===== src/rtl/spi_memory_fsm.sv =====
// SPI slave transaction sequencer: counts conditioned SCLK edges, decodes the command
// frame and drives address latch, memory write, shift-register load and MISO enable.
module spi_memory_fsm #(
  parameter int unsigned FRAME_BITS = 8,
  parameter int unsigned READ_LAT   = 1
) (
  input  logic       clk,
  input  logic       reset,
  input  logic       cs_n,
  input  logic       sclk_pe,
  input  logic       sclk_ne,
  input  logic       rw_bit,
  output logic       addr_we,
  output logic       dm_we,
  output logic       sr_we,
  output logic       miso_buff,
  output logic [3:0] bit_cnt
);

  typedef enum logic [3:0] {
    StIdle,
    StGet,
    StGot,
    StRdWait,
    StRdLoad,
    StRdSend,
    StWrGet,
    StWrCommit,
    StDone
  } state_e;

  localparam logic [3:0] FrameEnd = 4'(FRAME_BITS);
  localparam logic [7:0] LatEnd   = 8'(READ_LAT - 1);

  state_e     state_q, state_d;
  logic [3:0] bit_cnt_q, bit_cnt_d;
  logic [7:0] lat_q, lat_d;
  logic       addr_we_q, addr_we_d;
  logic       dm_we_q, dm_we_d;
  logic       sr_we_q, sr_we_d;
  logic       miso_buff_q, miso_buff_d;

  always_comb begin
    state_d   = state_q;
    bit_cnt_d = bit_cnt_q;
    lat_d     = lat_q;

    unique case (state_q)
      StIdle: begin
        bit_cnt_d = 4'd0;
        if (!cs_n) state_d = StGet;
      end
      StGet: begin
        if (bit_cnt_q == FrameEnd) begin
          state_d   = StGot;
          bit_cnt_d = 4'd0;
        end else if (sclk_pe) begin
          bit_cnt_d = bit_cnt_q + 4'd1;
        end
      end
      StGot: begin
        bit_cnt_d = 4'd0;
        lat_d     = 8'd0;
        if (!rw_bit)            state_d = StWrGet;
        else if (READ_LAT == 0) state_d = StRdLoad;
        else                    state_d = StRdWait;
      end
      StRdWait: begin
        if (lat_q == LatEnd) state_d = StRdLoad;
        else                 lat_d   = lat_q + 8'd1;
      end
      StRdLoad: state_d = StRdSend;
      StRdSend: begin
        if (bit_cnt_q == FrameEnd) begin
          state_d   = StDone;
          bit_cnt_d = 4'd0;
        end else if (sclk_ne) begin
          bit_cnt_d = bit_cnt_q + 4'd1;
        end
      end
      StWrGet: begin
        if (bit_cnt_q == FrameEnd) begin
          state_d   = StWrCommit;
          bit_cnt_d = 4'd0;
        end else if (sclk_pe) begin
          bit_cnt_d = bit_cnt_q + 4'd1;
        end
      end
      StWrCommit: state_d = StDone;
      StDone: begin
        bit_cnt_d = 4'd0;
        if (cs_n) state_d = StIdle;
      end
      default: begin
        state_d   = StIdle;
        bit_cnt_d = 4'd0;
      end
    endcase

    // Chip-select release aborts everything, including a same-cycle edge or pending enable.
    if (state_q != StIdle && cs_n) begin
      state_d   = StIdle;
      bit_cnt_d = 4'd0;
    end

    addr_we_d   = (state_d == StGot);
    dm_we_d     = (state_d == StWrCommit);
    sr_we_d     = (state_d == StRdLoad);
    miso_buff_d = (state_d == StRdSend);
  end

  always_ff @(posedge clk) begin
    if (reset) begin
      state_q     <= StIdle;
      bit_cnt_q   <= 4'd0;
      lat_q       <= 8'd0;
      addr_we_q   <= 1'b0;
      dm_we_q     <= 1'b0;
      sr_we_q     <= 1'b0;
      miso_buff_q <= 1'b0;
    end else begin
      state_q     <= state_d;
      bit_cnt_q   <= bit_cnt_d;
      lat_q       <= lat_d;
      addr_we_q   <= addr_we_d;
      dm_we_q     <= dm_we_d;
      sr_we_q     <= sr_we_d;
      miso_buff_q <= miso_buff_d;
    end
  end

  assign addr_we   = addr_we_q;
  assign dm_we     = dm_we_q;
  assign sr_we     = sr_we_q;
  assign miso_buff = miso_buff_q;
  assign bit_cnt   = bit_cnt_q;

endmodule


===== config.mk =====
export PLATFORM = sky130hd
export DESIGN_NAME = spi_memory_fsm
export DESIGN_NICKNAME = d
export VERILOG_FILES = /design/src/rtl/spi_memory_fsm.sv
export SDC_FILE = /design/constraint.sdc
export NUM_CORES = 1
export LEC_CHECK = 0
export ABC_CLOCK_PERIOD_IN_PS = 1900
export CORE_ASPECT_RATIO = 1.2
export CORE_MARGIN = 2
export CORE_UTILIZATION = 45
export CTS_BUF_LIST = sky130_fd_sc_hd__clkbuf_2
export CTS_CLUSTER_DIAMETER = 120
export CTS_CLUSTER_SIZE = 24
export DETAILED_ROUTE_END_ITERATION = 6
export PLACE_DENSITY_LB_ADDON = 0.05
export SETUP_SLACK_MARGIN = 0.02
export SLEW_MARGIN = 15
export SYNTH_ARGS = -nofsm -noshare
export SYNTH_HDL_FRONTEND = slang
export SYNTH_SLANG_ARGS = --single-unit

===== constraint.sdc =====
create_clock -name clk -period 1.9 [get_ports clk]
set_input_delay 0.19 -clock clk [delete_from_list [all_inputs] [get_ports clk]]
set_output_delay 0.19 -clock clk [all_outputs]
set_load 0.01 [all_outputs]

-- Word level (Yosys, flattened, before mapping)
Cells that the tools add are included.
- word-level logic and storage cells: 52
- output and inout port bits: 8
- input bits: 6
- bits in registers: 20
- mux-type cells: 16
- bitwise logic cells: 1
- eq/ne operators: 16
- add/subtract/negate cells: 2
- reductions and logical operators: 10
- operators with widths (cell ; number):
    two-way mux 4 bit ; 11
    case mux 4 bit (9 select lines) ; 1
    == test 4 x 3 -> 1 bit (second input constant) ; 7
    case mux 8 bit (2 select lines) ; 1
    == test 4 x 2 -> 1 bit (second input constant) ; 3
    case mux 4 bit (3 select lines) ; 1
    adder 8 x 1 -> 8 bit (second input constant) ; 1
    == test 4 bit (second input constant) ; 2
    logical NOT 8 bit ; 1
    two-way mux 8 bit ; 1
    adder 4 x 1 -> 4 bit (second input constant) ; 1
    == test 4 x 1 -> 1 bit (second input constant) ; 1
    logical NOT 4 bit ; 1
    nonzero test 4 bit ; 1
    OR reduction 2 bit ; 2
    two-way mux 3 bit ; 1
    inequality test 3 x 1 -> 1 bit (second input constant) ; 1
    inequality test 3 bit (second input constant) ; 1
    AND reduction 3 bit ; 1
    OR reduction 3 bit ; 1
    inequality test 2 bit (second input constant) ; 1
    AND reduction 2 bit ; 1
    nonzero test 2 bit ; 1
    logical AND 1 bit ; 1
    inverter 1 bit ; 1

-- Logic depth before layout (Yosys ltp)
Gate-level depths: netlist of the first run.
- depth in word-level cells: 5
- depth in mapped cells: 7
- depth with buffers taken out: 6

-- Least setup slack after synthesis of the first run
Ideal clock, no wire load.
- path kind: register to register
- start: register bit_cnt_q[0], in the netlist bit_cnt[0]
- end: register dm_we_q, in the netlist dm_we
- period minus slack after synthesis: 1808 ps
- setup time: 88 ps
- data arrival time: 1720 ps
- required time: 1812 ps
- path buffers: 1
- stages on the path, launching flop included: 8
- setup slack: 92 ps
- cells stage by stage: dfxtp_1 > inv_1 > ha_1 > and3b_1 > buf_6 > o21a_1 > o311a_4 > nor4_2
- word-level cells in the longest chain between the ends: 5
- elaborated cells on any way between the ends: 7
- those cells by class: 2 x eq/ne; 5 x mux
- ends and longest elaborated chain (item ; line ; source):
    from (decl) ; 36 ; logic [3:0] bit_cnt_q, bit_cnt_d;
    from (signal assigned) ; 123 ; bit_cnt_q <= bit_cnt_d;
    == test 4 bit (*) ; 54, 74, 82 ;
    two-way mux 4 bit (on tied branches) ; 82, 54, 74 ;
    case mux 4 bit (9 select lines) (*) ; 48 ; unique case (state_q)
    two-way mux 4 bit (*) ; 101 ; if (state_q != StIdle && cs_n) begin
    == test 4 x 3 -> 1 bit (*) ; 107 ; dm_we_d = (state_d == StWrCommit);
    to (signal assigned) ; 126 ; dm_we_q <= dm_we_d;
    to (decl) ; 39 ; logic dm_we_q, dm_we_d;
Every way passes the cells marked *; elsewhere a longest branch is shown, timed or not.
A chain may end at the register's enable or synchronous reset.

-- Final worst setup path of the first run
Same ends and word-level chain as after synthesis.

==> flow_metrics.tcl, run 1 <==
set metrics [dict create \
    ys_types 46 \
    hold-worst-slack_ps 462 \
    clock_latency_ps 330 \
    max-vdd-ir-drop_mv 0.839 \
    synthFlopType "dfxtp_1" \
    drv_cap 0 \
    grt_pass1_wl_um 4620 \
    final_antenna_net_count 0 \
    yosys_warnings 0 \
    path_class "reg -> reg" \
    std_cell_rows 20 \
    drt_iter0_drc 31 \
    seq_area_frac_synth_pct 32.8 \
    vias 1100 \
    clk_pin_slew_worst_paths_ps 200 \
    syn_inst 141 \
    synthArstFlopShare_pct 0 \
    post_dp_cell_area_sq_um 1410 \
    power.total_w 0.00114 \
    crit_buf_inv 1 \
    crit_chain "inv_1 > ha_1 > and3b_1 > o21a_1 > o311a_4 > nor4_2" \
    cts_sinks 20 \
    drc 0 \
    slowest_delay_ps 380 \
    num_io_pins 14 \
    cts_resized 0 \
    dieArea_sq_um 3150 \
    grt_use_total_pct 20.1 \
    fin_crit_sh_pct 91.4 \
    drive_gt1_share_pct 16.4 \
    fmax_ghz 0.576 \
    die_w_um 51.5 \
    cts_htree_levels 1 \
    ctsHoldBuffers 0 \
    grt_max_degree 19 \
    tightest_slew_ps 394 \
    drv_slew 0 \
    status "finished, final reports clean" \
    detail_route.wl_per_cell_um 14.2 \
    grt_remaining_overflow 0 \
    cp_max_fo 5 \
    end_kind "flip-flop" \
    routed_wirelength_um 2730 \
    root_buffer "clkbuf_2" \
    syn_to_final_growth_pct 19.6 \
    critical-path-top-delay-family "compound AO/OA/AOI/OAI gates" \
    power_density_nw_per_um2 784 \
    ys_ff_latch 20 \
    cts_tree "done" \
    setup_tns_ps 0 \
    rsz0062_at_grt "no" \
    start_util_pct 47.8 \
    gp_congestion 0.804 \
    utilization_pct 57.2 \
    synth_largest_area_cell "dfxtp_1" \
    netlist_top_cells_area "dfxtp_1 33%, a21oi_1 4.9%, ha_1 4.1%, nor2_1 4.0%, nand3_1 2.9%" \
    cp.required_ps 2170 \
    synth_area_sq_um 1220 \
    setup_viol 0 \
    final_nets 170 \
    arrival_ps 2010 \
    diodes 0 \
    avgViaCountPerCell 5.73 \
    clockBufferDepth 2 \
    core-area_sq_um 2550 \
    synth_area_per_cell_sq_um 8.65 \
    min_path_type "in -> reg" \
    max-slew-margin-rel_pct 73.6 \
    post-route-cell-area_sq_um 1460 \
    numCtsBuffers 3 \
    netlist.area_leader.share_pct 32.8 \
    die_h_um 61.0 \
    antenna_found_initial 0 \
    crit_path_start_kind "flip-flop" \
    finalClockSkew_ps 5.49 \
    leakage_nw 0.548 \
    dp_hpwl_um 1990 \
    io_buffers 13 \
    slowest_stage "o311a_4" \
    cts_setup_buffers 0 \
    drt-pass1-iter-count 6 \
    synth_edf_count 0 \
    syn_nets 151 \
    grt_pass1_vias 1067 \
    period_minus_slack_ps 1740 \
    hold_viol_final 0 \
]
cells in the mapped netlist, drive strengths merged, types with 2 or more instances:
master and n:
o21ai 4, a211oi 4, nand4 5, and2 4, nor3 6, nand3b 4, nor3b 2, and4bb 3
buf 5, a21bo 2, and3 2, nand2 3, nor2b 4, dfxtp 20, inv 6, a21oi 12
nand2b 4, xor2 4, ha 4, and3b 3, nand3 7, a32oi 2, nor2 13
logic make-up (layout without fill, tap and decap cells):
group	count (synthesis)	after routing	synth area share, %
AND/OR/NAND/NOR	64	64	32.5
AO/OA/AOI/OAI	36	36	22.0
flip-flops	20	20	32.8
buffers and inverters	12	30	4.82
adder cells (fa/ha/maj)	4	4	4.10
XOR/XNOR	4	4	2.87
multiplexers	1	1	0.923
per-layer routing:
| metal | global-route usage (%) | vias to the layer above | part of all wire, % |
|---|---|---|---|
| met4 | 11.7 | 0 | 1.8 |
| met5 | 0 | - | 0 |
| met2 | 35.3 | 24 | 50 |
| met3 | 3.16 | 5 | 2.9 |
| li1 | - | 558 | - |
| met1 | 23.4 | 513 | 45 |
path summary, 6_finish.rpt:
kind	slack [ps]	start	end	depth (start not counted)
setup / recovery	160	bit_cnt[0]	dm_we	6
hold / removal	460	cs_n	state_q[3]	2
hold reg to reg	530	lat_q[1]	lat_q[1]	2
setup reg to reg	160	bit_cnt[0]	dm_we	6
sequential cells by signal, summed over array words and instances, names as in the netlist:
name	count
lat_q	8
bit_cnt	4
state_q	4
addr_we	1
dm_we	1
miso_buff	1
sr_we	1
through the flow:
| step | cells | setup WS (ps) |
|---|---|---|
| after floorplan | 141 | 92.2 |
| after global placement | 188 | 153 |
| after detailed placement | 188 | 154 |
| after CTS | 192 | 94.0 |
| after global routing | 192 | 55.7 |
| final | 192 | 163 |
layout by cell type (no fill, tap or decap), types with 2 or more instances in the layout:
cell type and instances:
nand2b_1 4, xor2_1 4, dfxtp_1 19, o21ai_0 4, inv_1 6, a21bo_2 2, clkdlybuf4s50_1 13, and3b_1 3
and4bb_2 2, clkbuf_2 3, a32oi_1 2, nand3b_1 4, nand2_1 3, nor2_1 13, ha_1 4, nand4_1 5
and2_1 4, a211oi_1 3, nor3_1 6, a21oi_1 12, buf_4 7, nand3_1 7, nor3b_1 2, nor2b_1 4
report_power, final:
part           switching (W)  internal [W]
logic               0.000179      0.000165
registers          0.0000365      0.000444
clock network       0.000139      0.000182
final cells by class:
type | count | area [sq um]
inverters | 6 | 22.5
clock inverters | 1 | 30.0
fillers | 244 | 1090
repair buffers | 20 | 183
flip-flops and latches | 20 | 402
clock buffers | 3 | 15.0
multi-input cells | 109 | 766
well taps | 33 | 41.3
No activity file was read; power rests on OpenSTA's default activity.
==> run 2, diff against run 1 <==
SETUP_SLACK_MARGIN = 0.05   (was 0.02)
==> run 2 against run 1 <==
  * Flip-flop and latch count unchanged
  * Via count grew 1.4%
  * Fmax up 0.27%
  * Largest power group unchanged
  * Register-to-register slack about the same
==> flow_metrics.tcl, run 2 (synthesis results as in run 1) <==
set metrics [dict create \
    core-area_sq_um 2550 \
    dieArea_sq_um 3150 \
    cp.required_ps 2180 \
    end_kind "flip-flop" \
    clk_pin_slew_worst_paths_ps 210 \
    power.total_w 0.00115 \
    clock_latency_ps 340 \
    crit_path_start_kind "flip-flop" \
    grt_pass1_vias 1067 \
    cts_sinks 20 \
    cp_max_fo 5 \
    gp_congestion 0.804 \
    status "finished, final reports clean" \
    max-vdd-ir-drop_mv 0.848 \
    diodes 0 \
    setup_tns_ps 0 \
    grt_remaining_overflow 0 \
    power_density_nw_per_um2 786 \
    dp_hpwl_um 1990 \
    drv_slew 0 \
    cts_setup_buffers 0 \
    leakage_nw 0.548 \
    finalClockSkew_ps 12.2 \
    io_buffers 13 \
    drive_gt1_share_pct 17.0 \
    root_buffer "clkbuf_2" \
    hold_viol_final 0 \
    drc 0 \
    path_class "reg -> reg" \
    tightest_slew_ps 394 \
    hold-worst-slack_ps 454 \
    slowest_stage "o311a_4" \
    fin_crit_sh_pct 91.2 \
    vias 1115 \
    post_dp_cell_area_sq_um 1410 \
    numCtsBuffers 3 \
    min_path_type "in -> reg" \
    avgViaCountPerCell 5.81 \
    setup_viol 0 \
    final_antenna_net_count 0 \
    ctsHoldBuffers 0 \
    largest_reg_flops 8 \
    worst_slack_ps 167 \
    drt_iter0_drc 25 \
    die_h_um 61.0 \
    routed_wirelength_um 2720 \
    num_io_pins 14 \
    clockBufferDepth 2 \
    drv_cap 0 \
    mostFrequentLayoutCells "18 x dfxtp_1, 13 x nor2_1, 13 x clkdlybuf4s50_1, 12 x a21oi_1" \
    crit_chain "inv_1 > ha_1 > and3b_1 > o21a_1 > o311a_4 > nor4_2" \
    regMostFlops "lat_q" \
    grt_use_total_pct 20.1 \
    detail_route.wl_per_cell_um 14.1 \
    start_util_pct 47.8 \
    grt_pass1_wl_um 4620 \
    layout_commonest_cell "dfxtp_1" \
    antenna_found_initial 0 \
    cts_htree_levels 1 \
    drt-pass1-iter-count 4 \
    period_minus_slack_ps 1730 \
    cts_tree "done" \
    syn_to_final_growth_pct 19.7 \
    rsz0062_at_grt "no" \
    slowest_delay_ps 380 \
    place_ws_ps 154 \
    final_nets 170 \
    arrival_ps 2010 \
    die_w_um 51.5 \
    nFillCells 243 \
    max-slew-margin-rel_pct 73.5 \
    grt_max_degree 19 \
    post-route-cell-area_sq_um 1460 \
    std_cell_rows 20 \
    fmax_ghz 0.577 \
]
-- run 2: cell counts in the layout (fill, tap and decap cells not counted) --
Identical to the previous run, type by type.
-- run 2: worst paths after layout --
path	start	slack, ps	cells past startpoint	endpoint
worst max-delay path	bit_cnt[0]	170	6	dm_we
worst min-delay path	cs_n	450	2	state_q[3]
worst min register to register	lat_q[1]	530	2	lat_q[1]
worst max register to register	bit_cnt[0]	170	6	dm_we
-- run 2: cell type report --
cell class                      count  area [sq um]  share of cell area [%]
Multi-Input combinational cell    109           766                    52.4
Inverter                            6          22.5                    1.54
Sequential cell                    20           403                    27.6
Tap cell                           33          41.3                    2.83
Clock inverter                      1          30.0                    2.06
Clock buffer                        3          15.0                    1.03
Timing Repair Buffer               20           183                    12.5
-- run 2: metal layers --
metal	part of all wire [%]	wire (um)	GRT usage, %	vias up
met5	0	0	0	-
met4	1.8	50	11.7	0
met3	3.9	107	3.16	5
met2	50	1360	35.3	34
met1	44	1190	23.4	518
li1	-	-	-	558
-- run 2: critical path: cells and delay by family (launching register included) --
kind	cells	cell delay, ps
adders and majority gates	1	200
buffers and inverters	1	60
DFF	1	370
AOI/OAI and AO/OA	2	580
and+or+nand+nor	2	470
-- run 2: report_power, final --
| group | leakage [nW] | internal, W | switching (W) |
|---|---|---|---|
| registers | 0.162 | 0.000446 | 0.0000359 |
| clock network | 0.0266 | 0.000181 | 0.000142 |
| logic | 0.359 | 0.000165 | 0.000179 |
-- run 2: through the flow --
step	utilization [%]	instances
2_1_floorplan	-	141
3_3_place_gp	55.1	188
3_5_place_dp	55.1	188
4_1_cts	56.9	192
5_1_grt	57.2	192
6_report	57.2	192
-- run 2: repair_timing --
item | in CTS | in global routing
resized for setup | 0 | 3
endpoints found under the setup margin | 0 | 4
endpoints found under the hold margin | 0 | 0
==> run 3, diff against run 2 <==
TNS_END_PERCENT = 10   (was not set)
==> run 3 against run 2 <==
  * Non-clock buffer count is the same
  * Fmax shrank 1.3%
  * Die area is the same
  * Power shrank 0.22%
  * Sequential share of layout area shrank 0.12 points
  * Worst setup slack lost 23 ps
  * Design area shrank 0.17%
  * Clock power is essentially flat
  * Worst hold slack gained 8.2 ps
  * Critical path type unchanged
  * Highest routed layer unchanged
==> flow_metrics.tcl, run 3 (synthesis results as in run 1) <==
set metrics [dict create \
    status "finished, final reports clean" \
    fmax_ghz 0.569 \
    mostFrequentLayoutCells "20 x dfxtp_1, 13 x nor2_1, 13 x clkdlybuf4s50_1, 12 x a21oi_1" \
    power_switching_w 0.000356 \
    die_h_um 61.0 \
    rsz0062_at_grt "yes" \
    p_int_w 0.000790 \
    grt_use_total_pct 20.1 \
    regMostFlops "lat_q" \
    min_from "cs_n" \
    cts_tree "done" \
    drt-pass1-iter-count 4 \
    largest_reg_flops 8 \
    power.share.combinational_pct 30.1 \
    power_density_nw_per_um2 786 \
    max-vdd-ir-drop_mv 0.840 \
    root_buffer "clkbuf_2" \
    drive_gt1_share_pct 15.7 \
    syn_to_final_growth_pct 19.5 \
    end_kind "flip-flop" \
    hold_viol_final 0 \
    drc 0 \
    critical-path-top-delay-family "flip-flops" \
    detail_route.wl_per_cell_um 14.2 \
    numCtsBuffers 3 \
    num_io_pins 14 \
    timing.rr.start "state_q[1]" \
    slowest_delay_ps 650 \
    fin_crit_sh_pct 92.4 \
    diodes 0 \
    drt_iter0_drc 31 \
    grt_max_degree 19 \
    pwr-share-seq_pct 41.9 \
    die_w_um 51.5 \
    slowest_stage "dfxtp_1" \
    core-area_sq_um 2550 \
    antenna_found_initial 0 \
    clk_pin_slew_worst_paths_ps 200 \
    start_util_pct 47.8 \
    nFillCells 245 \
    setup_viol 0 \
    gp_congestion 0.804 \
    drv_slew 0 \
    dp_hpwl_um 1990 \
    clockBufferDepth 2 \
    routed_wirelength_um 2720 \
    cp_max_fo 18 \
    grt_pass1_wl_um 4620 \
    grt_pass1_vias 1067 \
    cts_htree_levels 1 \
    drv_cap 0 \
    arrival_ps 2020 \
    min_path_type "in -> reg" \
    finalClockSkew_ps 5.41 \
    max-slew-margin-rel_pct 69.5 \
    grt_remaining_overflow 0 \
    setup_tns_ps 0 \
    crit_chain "or3b_1 > a31oi_2 > a21oi_1 > a311oi_1" \
    cts_sinks 20 \
    clock_latency_ps 330 \
    avgViaCountPerCell 5.76 \
    std_cell_rows 20 \
    leakage_nw 0.547 \
    layout_commonest_cell "dfxtp_1" \
    clkPwrFrac_pct 27.9 \
    vias 1105 \
    cp.required_ps 2160 \
    sw_frac_of_total_pct 31.0 \
    final_nets 170 \
    path_class "reg -> reg" \
    crit_path_start_kind "flip-flop" \
    cp-startpoint "state_q[1]" \
    dieArea_sq_um 3150 \
    io_buffers 13 \
    tightest_slew_ps 457 \
    crit_buf_inv 0 \
    final_antenna_net_count 0 \
    hold-worst-slack_ps 462 \
    period_minus_slack_ps 1760 \
]
[run 3: path summary, 6_finish.rpt]
path | to | slack [ps] | depth (start not counted)
worst min register to register | lat_q[1] | 530 | 2
worst min-delay path | state_q[3] | 460 | 2
worst max register to register | lat_q[3] | 140 | 4
worst max-delay path | lat_q[3] | 140 | 4
[run 3: routing by layer]
layer / part of all wire, % / GRT usage [%]
met1: 45 / 23.4
met2: 50 / 35.3
met3: 3.1 / 3.16
met4: 1.8 / 11.7
met5: 0 / 0
[run 3: power by group through the flow]
stage / Combinational, W / Sequential (W) / Clock [W]
floorplan: 0.000233 / 0.000481 / 0
global placement: 0.000334 / 0.000487 / 0
detailed placement: 0.000337 / 0.000490 / 0
CTS: 0.000338 / 0.000480 / 0.000332
global route: 0.000382 / 0.000487 / 0.000345
finish: 0.000345 / 0.000480 / 0.000320
[run 3: cell type report]
| type | instances | area [sq um] | share of cell area (%) |
|---|---|---|---|
| tap | 33 | 41.3 | 2.83 |
| multi-input combinational | 109 | 766 | 52.5 |
| sequential | 20 | 400 | 27.5 |
| inverter | 6 | 22.5 | 1.55 |
| clock inverter | 1 | 30.0 | 2.06 |
| timing repair buffer | 20 | 183 | 12.5 |
| clock buffer | 3 | 15.0 | 1.03 |
[run 3: through the flow]
step | utilization, % | total power (W) | worst slack [ps] | instance area [sq um] | std cells
after detailed placement | 55.1 | 0.000827 | 154 | 1410 | 188
after floorplan | - | 0.000714 | 92.2 | 1220 | 141
after CTS | 56.9 | 0.00115 | 94.0 | 1450 | 192
after global routing | 57.1 | 0.00121 | 9.73 | 1460 | 192
final | 57.1 | 0.00115 | 144 | 1460 | 192
after global placement | 55.1 | 0.000822 | 153 | 1410 | 188
[run 3: what timing repair did]
action | in CTS | in global routing
setup endpoints to repair | 0 | 4
hold buffers | 0 | 0
gates resized for setup | 0 | 1
hold endpoints to repair | 0 | 0
buffers inserted | 0 | 0
